<file path="config.mk">
export PLATFORM = sky130hd
export DESIGN_NAME = exe_mem_stage
export DESIGN_NICKNAME = d
export VERILOG_FILES = /design/src/rtl/exe_mem_stage_pkg.sv /design/src/rtl/exe_mem_stage_alu.sv /design/src/rtl/exe_mem_stage.sv
export SDC_FILE = /design/constraint.sdc
export NUM_CORES = 1
export LEC_CHECK = 0
export CAP_MARGIN = 20
export CORE_ASPECT_RATIO = 0.75
export CORE_MARGIN = 2
export CORE_UTILIZATION = 50
export DETAILED_ROUTE_END_ITERATION = 10
export HOLD_SLACK_MARGIN = 0.06
export PLACE_DENSITY_LB_ADDON = 0.2
export SLEW_MARGIN = 20
export SYNTH_ARGS = -nofsm -noshare
export SYNTH_HDL_FRONTEND = slang
export SYNTH_SLANG_ARGS = --single-unit
export TNS_END_PERCENT = 10
</file>
<file path="constraint.sdc">
create_clock -name clk -period 9.6 [get_ports clk]
set_input_delay 2.4 -clock clk [delete_from_list [all_inputs] [get_ports clk]]
set_output_delay 2.4 -clock clk [all_outputs]
set_load 0.005 [all_outputs]
</file>
<file path="src/rtl/exe_mem_stage_pkg.sv">
// Shared EXE-stage definitions: datapath width, shift-amount field position
// and ALU opcodes, also used by the ID-stage control decoder.
package exe_mem_stage_pkg;

  localparam int DATA_W = 32;
  localparam int SA_POS = 6;

  typedef enum logic [2:0] {
    ALU_ADD = 3'b000,
    ALU_SUB = 3'b001,
    ALU_AND = 3'b010,
    ALU_OR  = 3'b011,
    ALU_XOR = 3'b100,
    ALU_SLL = 3'b101,
    ALU_SRL = 3'b110,
    ALU_SRA = 3'b111
  } aluc_e;

endpackage

</file>
<file path="src/rtl/exe_mem_stage_alu.sv">
// Combinational 32-bit ALU with zero flag; no carry or overflow output.
// Shifts move operand b by a[4:0]; the upper bits of a are ignored.
module alu
  import exe_mem_stage_pkg::*;
(
  input  logic [DATA_W-1:0] a,
  input  logic [DATA_W-1:0] b,
  input  logic [2:0]        aluc,
  output logic [DATA_W-1:0] r,
  output logic              z
);

  logic [4:0] w_sa;
  assign w_sa = a[4:0];

  always_comb begin
    r = '0;
    case (aluc_e'(aluc))
      ALU_ADD: r = a + b;
      ALU_SUB: r = a - b;
      ALU_AND: r = a & b;
      ALU_OR:  r = a | b;
      ALU_XOR: r = a ^ b;
      ALU_SLL: r = b << w_sa;
      ALU_SRL: r = b >> w_sa;
      ALU_SRA: r = $unsigned($signed(b) >>> w_sa);
      default: r = '0;
    endcase
  end

  assign z = (r == '0);

endmodule

</file>
<file path="src/rtl/exe_mem_stage.sv">
// Execute stage: operand muxing, ALU, and the EXE/MEM pipeline register.
// One-cycle latency; flush inserts a bubble and takes priority over stall.
module exe_mem_stage
  import exe_mem_stage_pkg::*;
#(
  parameter int DW     = DATA_W,
  parameter int SA_LSB = SA_POS
) (
  input  logic          clk,
  input  logic          clrn,
  input  logic          exe_m2reg,
  input  logic          exe_wmem,
  input  logic [2:0]    exe_aluc,
  input  logic          exe_aluimm,
  input  logic          exe_shift,
  input  logic          exe_wreg,
  input  logic [4:0]    exe_rn,
  input  logic [DW-1:0] exe_ra,
  input  logic [DW-1:0] exe_rb,
  input  logic [DW-1:0] exe_imm,
  input  logic          stall,
  input  logic          flush,
  output logic [DW-1:0] exe_alu,
  output logic          mem_m2reg,
  output logic          mem_wmem,
  output logic          mem_wreg,
  output logic [4:0]    mem_rn,
  output logic [DW-1:0] mem_alu,
  output logic [DW-1:0] mem_b,
  output logic          mem_z
);

  logic [DW-1:0] w_a;
  logic [DW-1:0] w_b;
  logic [DW-1:0] w_r;
  logic          w_z;

  logic          r_m2reg;
  logic          r_wmem;
  logic          r_wreg;
  logic [4:0]    r_rn;
  logic [DW-1:0] r_alu;
  logic [DW-1:0] r_b;
  logic          r_z;

  assign w_a = exe_shift ? {{(DW-5){1'b0}}, exe_imm[SA_LSB+4:SA_LSB]} : exe_ra;
  assign w_b = exe_aluimm ? exe_imm : exe_rb;

  alu u_alu (
    .a    (w_a),
    .b    (w_b),
    .aluc (exe_aluc),
    .r    (w_r),
    .z    (w_z)
  );

  assign exe_alu = w_r;

  // A bubble only clears control and rn; data fields are left as they were.
  always_ff @(posedge clk or negedge clrn) begin
    if (!clrn) begin
      r_m2reg <= 1'b0;
      r_wmem  <= 1'b0;
      r_wreg  <= 1'b0;
      r_rn    <= '0;
      r_alu   <= '0;
      r_b     <= '0;
      r_z     <= 1'b0;
    end else if (flush) begin
      r_m2reg <= 1'b0;
      r_wmem  <= 1'b0;
      r_wreg  <= 1'b0;
      r_rn    <= '0;
    end else if (!stall) begin
      r_m2reg <= exe_m2reg;
      r_wmem  <= exe_wmem;
      r_wreg  <= exe_wreg;
      r_rn    <= exe_rn;
      r_alu   <= w_r;
      r_b     <= exe_rb;
      r_z     <= w_z;
    end
  end

  assign mem_m2reg = r_m2reg;
  assign mem_wmem  = r_wmem;
  assign mem_wreg  = r_wreg;
  assign mem_rn    = r_rn;
  assign mem_alu   = r_alu;
  assign mem_b     = r_b;
  assign mem_z     = r_z;

endmodule

</file>
==> metrics.md <==
| Metric | Value |
|---|---|
| Final setup viols | `2` |
| Die H | `138 µm` |
| Initial antenna violation count | `3` |
| Commonest non-fill, non-tap cell in the layout | `nand2_1` |
| 1st-pass router iterations | `8` |
| Lkg Pwr | `7.22 nW` |
| Largest family of logic cells by synthesized area | `compound AO/OA/AOI/OAI gates` |
| Hold Crit Depth | `2` |
| Pre-CTS WS | `-0.380 ns` |
| Hold Vio Cnt, Final | `0` |
| Grt ovf | `0` |
| PnR worst setup slack | `-0.109 ns` |
| Synth cell types | `89` |
| Critical path depth | `22` |
| Drt drc | `0` |
| I/O pin cnt | `218` |
| Clock sinks | `73` |
| Max H-tree Level | `3` |
| Pin count of the biggest net entering global routing | `80` |
| Setup Crit Path Kind | `input pin to primary output` |
| P&R area growth vs syn | `33.3%` |
| Yosys reg bits | `73` |
| Synth Area in Adders | `10.3%` |
| Most frequent CP cell | `buf_4` |
| Worst vdd ir | `0.0000853 V` |
| Clock-pin slew on the worst setup and hold paths | `0.07 ns` |
| RSZ-0062 raised after global routing | `yes` |
| GPL Wtd Cong | `1.15` |
| Hold path start | `mem_b[2]` |
| Layout Cells excl Fill | `2259` |
| CP Launch Type | `input pin` |
| Hpwl dp | `47400 µm` |
| Worst min-delay path category | `register to register` |
| Num CTS Buffers | `9` |
| CTS tree | `yes` |
| Vias in the first global route | `14.2k` |
| Core area | `0.0232 mm²` |
| Initial Util | `51.3%` |
| NumNets Final | `2164` |
| CP delay by family, top | `compound AO/OA/AOI/OAI gates` |
| Worst setup EP type | `primary output` |
| Buf/Inv on CP | `6` |
| Die X | `182 µm` |
| Multiplexer share of the synthesized area | `12.9%` |
| Worst Setup SP | `exe_imm[3]` |
| Slew Limit Fails | `0` |
| FP Rows | `48` |
| Syn Area/Cell | `7.21 µm²` |
| Post-Synth Simple-Gate Area | `22.4%` |
| Cells after Synth | `1649` |
| Skew-Pair Late Insertion Delay | `0.36 ns` |
| Placed cells | `2233` |
| Fin crit share | `101%` |
| Worst Path Required | `7.20 ns` |
| Layout cells sized above 1 | `16.2%` |
| Crit-path slowest cell | `clkdlybuf4s50_1` |
| CP cell instances | `clkdlybuf4s50_1 > buf_4 > mux2i_2 > inv_2 > nor2_1 > nand2_1 > o21ai_1 > xnor2_1 > ha_1 > and3_1 > a2bb2oi_1 > buf_4 > nand4_1 > a2111oi_2 > buf_4 > nor2_1 > a21o_1 > a31o_2 > a21oi_2 > nor4b_1 > or3_1 > clkdlybuf4s50_1` |
| Slew HR | `40.2%` |
| Sequential share of the synthesized area | `15.4%` |
| Via count | `15.4k` |
| Synth Cell Area | `0.0119 mm²` |
| Synth Area in Compound Gates | `27.9%` |
| Final Skew | `0 ns` |
| Commonest non-fill, non-tap cells in the layout | `nand2_1, clkdlybuf4s50_1, buf_4, nor2_1, a21oi_1` |
| Initial drt markers | `2662` |
| Reg2reg start | `mem_rn[3]` |
| Remaining antenna violation count | `0` |
| Root Driver | `clkbuf_16` |
| I/O Buffers | `217` |
| Post-synth EDFFs | `0` |
| Peak Freq | `103 MHz` |
| Xor-xnor portion of the synthesized cell area | `3.90%` |
| Synth Net Count | `1859` |
| Post-synth ARST share | `100%` |
| Max-cap viol count | `0` |
| Status | `complete, but fails checks` |
| First-pass GRT wire length | `88800 µm` |
| Most common flop cell mapped by yosys | `dfrtp_1` |
| Inserted Diodes | `0` |
| Yosys Warn Count | `0` |
| Measured slew at the worst slew-check pin | `0.898 ns` |
| WL/cell | `27.3 µm` |
| WL final | `61600 µm` |
| Arr. time, crit path | `7.31 ns` |
| Max Fanout on Critical Path | `4` |
| GRT Total Usage | `47.7%` |
| Die ar. | `0.0250 mm²` |
| Worst-case clock buffer depth | `2` |
| Largest stage delay, worst path | `0.47 ns` |
| Failing checks | `negative setup slack` |
| Final min period | `9.71 ns` |
| Reg2Reg Depth | `2` |
| Via-per-instance ratio | `6.81` |
| Pwr dens | `126 mW/mm²` |
tightest hold or removal path: stages, from the launching register on:
cell and delay, ns:
dfrtp_1 0.34, nand2_1 0.05, nand2_1 0.05
final timing paths:
path	slack [ns]	end
max	-0.11	exe_alu[30]
min	0.47	mem_b[2]
max reg2reg	8.85	mem_rn[3]
min reg2reg	0.47	mem_b[2]
max in group asynchronous	7.03	mem_alu[26]
min in group asynchronous	1.97	mem_b[1]
area by class of cell:
cell class | count | area (µm²)
clock buffer | 9 | 225
clock inverter | 7 | 78.8
fill | 1927 | 7340
inverter | 91 | 342
multi-input combinational | 1376 | 9380
sequential | 73 | 1830
tap | 300 | 375
timing repair buffer | 403 | 3620
state kept, by name, summed over array words and instances, names as in the netlist:
name,cells
mem_alu,32
mem_b,32
mem_rn,5
mem_m2reg,1
mem_wmem,1
mem_wreg,1
mem_z,1
timing repair:
action	in CTS	in global routing
pin swaps	3	7
endpoints found under the hold margin	0	0
hold buffers	0	0
gates cloned	0	0
setup endpoints to repair	8	11
setup buffers	1	8
resized for setup	12	26
synth_stat cells, types with 9 or more instances:
| master | count | area, µm² |
|---|---|---|
| inv_1 | 68 | 255 |
| buf_1 | 15 | 56.3 |
| o21ai_0 | 101 | 505 |
| mux2i_4 | 16 | 360 |
| o32ai_1 | 9 | 78.8 |
| o21a_1 | 10 | 75.1 |
| a21oi_1 | 111 | 556 |
| nor2_1 | 169 | 634 |
| a21o_1 | 18 | 135 |
| xnor2_1 | 46 | 403 |
| o221ai_1 | 14 | 123 |
| nor3_1 | 34 | 170 |
| clkbuf_1 | 65 | 244 |
| nand3_1 | 19 | 95.1 |
| a32oi_1 | 10 | 87.6 |
| ha_1 | 96 | 1200 |
| a22oi_1 | 11 | 82.6 |
| a221oi_1 | 14 | 123 |
| o211ai_1 | 20 | 150 |
| mux2i_1 | 73 | 731 |
| a31oi_1 | 20 | 125 |
| o22ai_1 | 26 | 163 |
| a221o_1 | 13 | 130 |
| and3_1 | 10 | 62.6 |
| a211oi_1 | 24 | 180 |
| dfrtp_1 | 73 | 1830 |
| mux2i_2 | 19 | 262 |
| buf_2 | 16 | 80.1 |
| nand2b_1 | 32 | 200 |
| nand2_1 | 299 | 1120 |
| inv_2 | 23 | 86.3 |
metal layers:
metal,wire [µm],GRT usage (%),vias up
li1,-,-,6583
met1,23600,62.3,7174
met2,24600,67.5,1323
met3,9800,20.5,298
met4,3650,22.4,2
met5,8,0,-
stage by stage:
step	total power [W]	util [%]	hold slack, ns	setup TNS (ns)	instance area (µm²)
6_report	0.00200	68.3	0.474	-0.129	15800
5_1_grt	0.00206	68.3	0.501	-0.938	15800
4_1_cts	0.00192	67.4	0.477	0	15600
3_5_place_dp	0.00154	65.9	0.461	-1.20	15300
3_3_place_gp	0.00152	65.9	0.456	-0.508	15300
2_1_floorplan	0.000972	-	0.470	0	11900
report_power, final:
part	switching (W)	total, W	internal (W)
Combinational	0.000716	0.00124	0.000528
Sequential	0.0000253	0.000379	0.000354
Clock	0.000169	0.000374	0.000205
cells by family (layout without fill, tap and decap cells):
group | Yosys count | count (layout)
AND/OR/NAND/NOR | 617 | 617
AO/OA/AOI/OAI | 490 | 490
buffers and inverters | 200 | 510
multiplexers | 119 | 119
adder cells (fa/ha/maj) | 97 | 97
flip-flops | 73 | 73
XOR/XNOR | 53 | 53
Power figures use the tool's default switching activity.
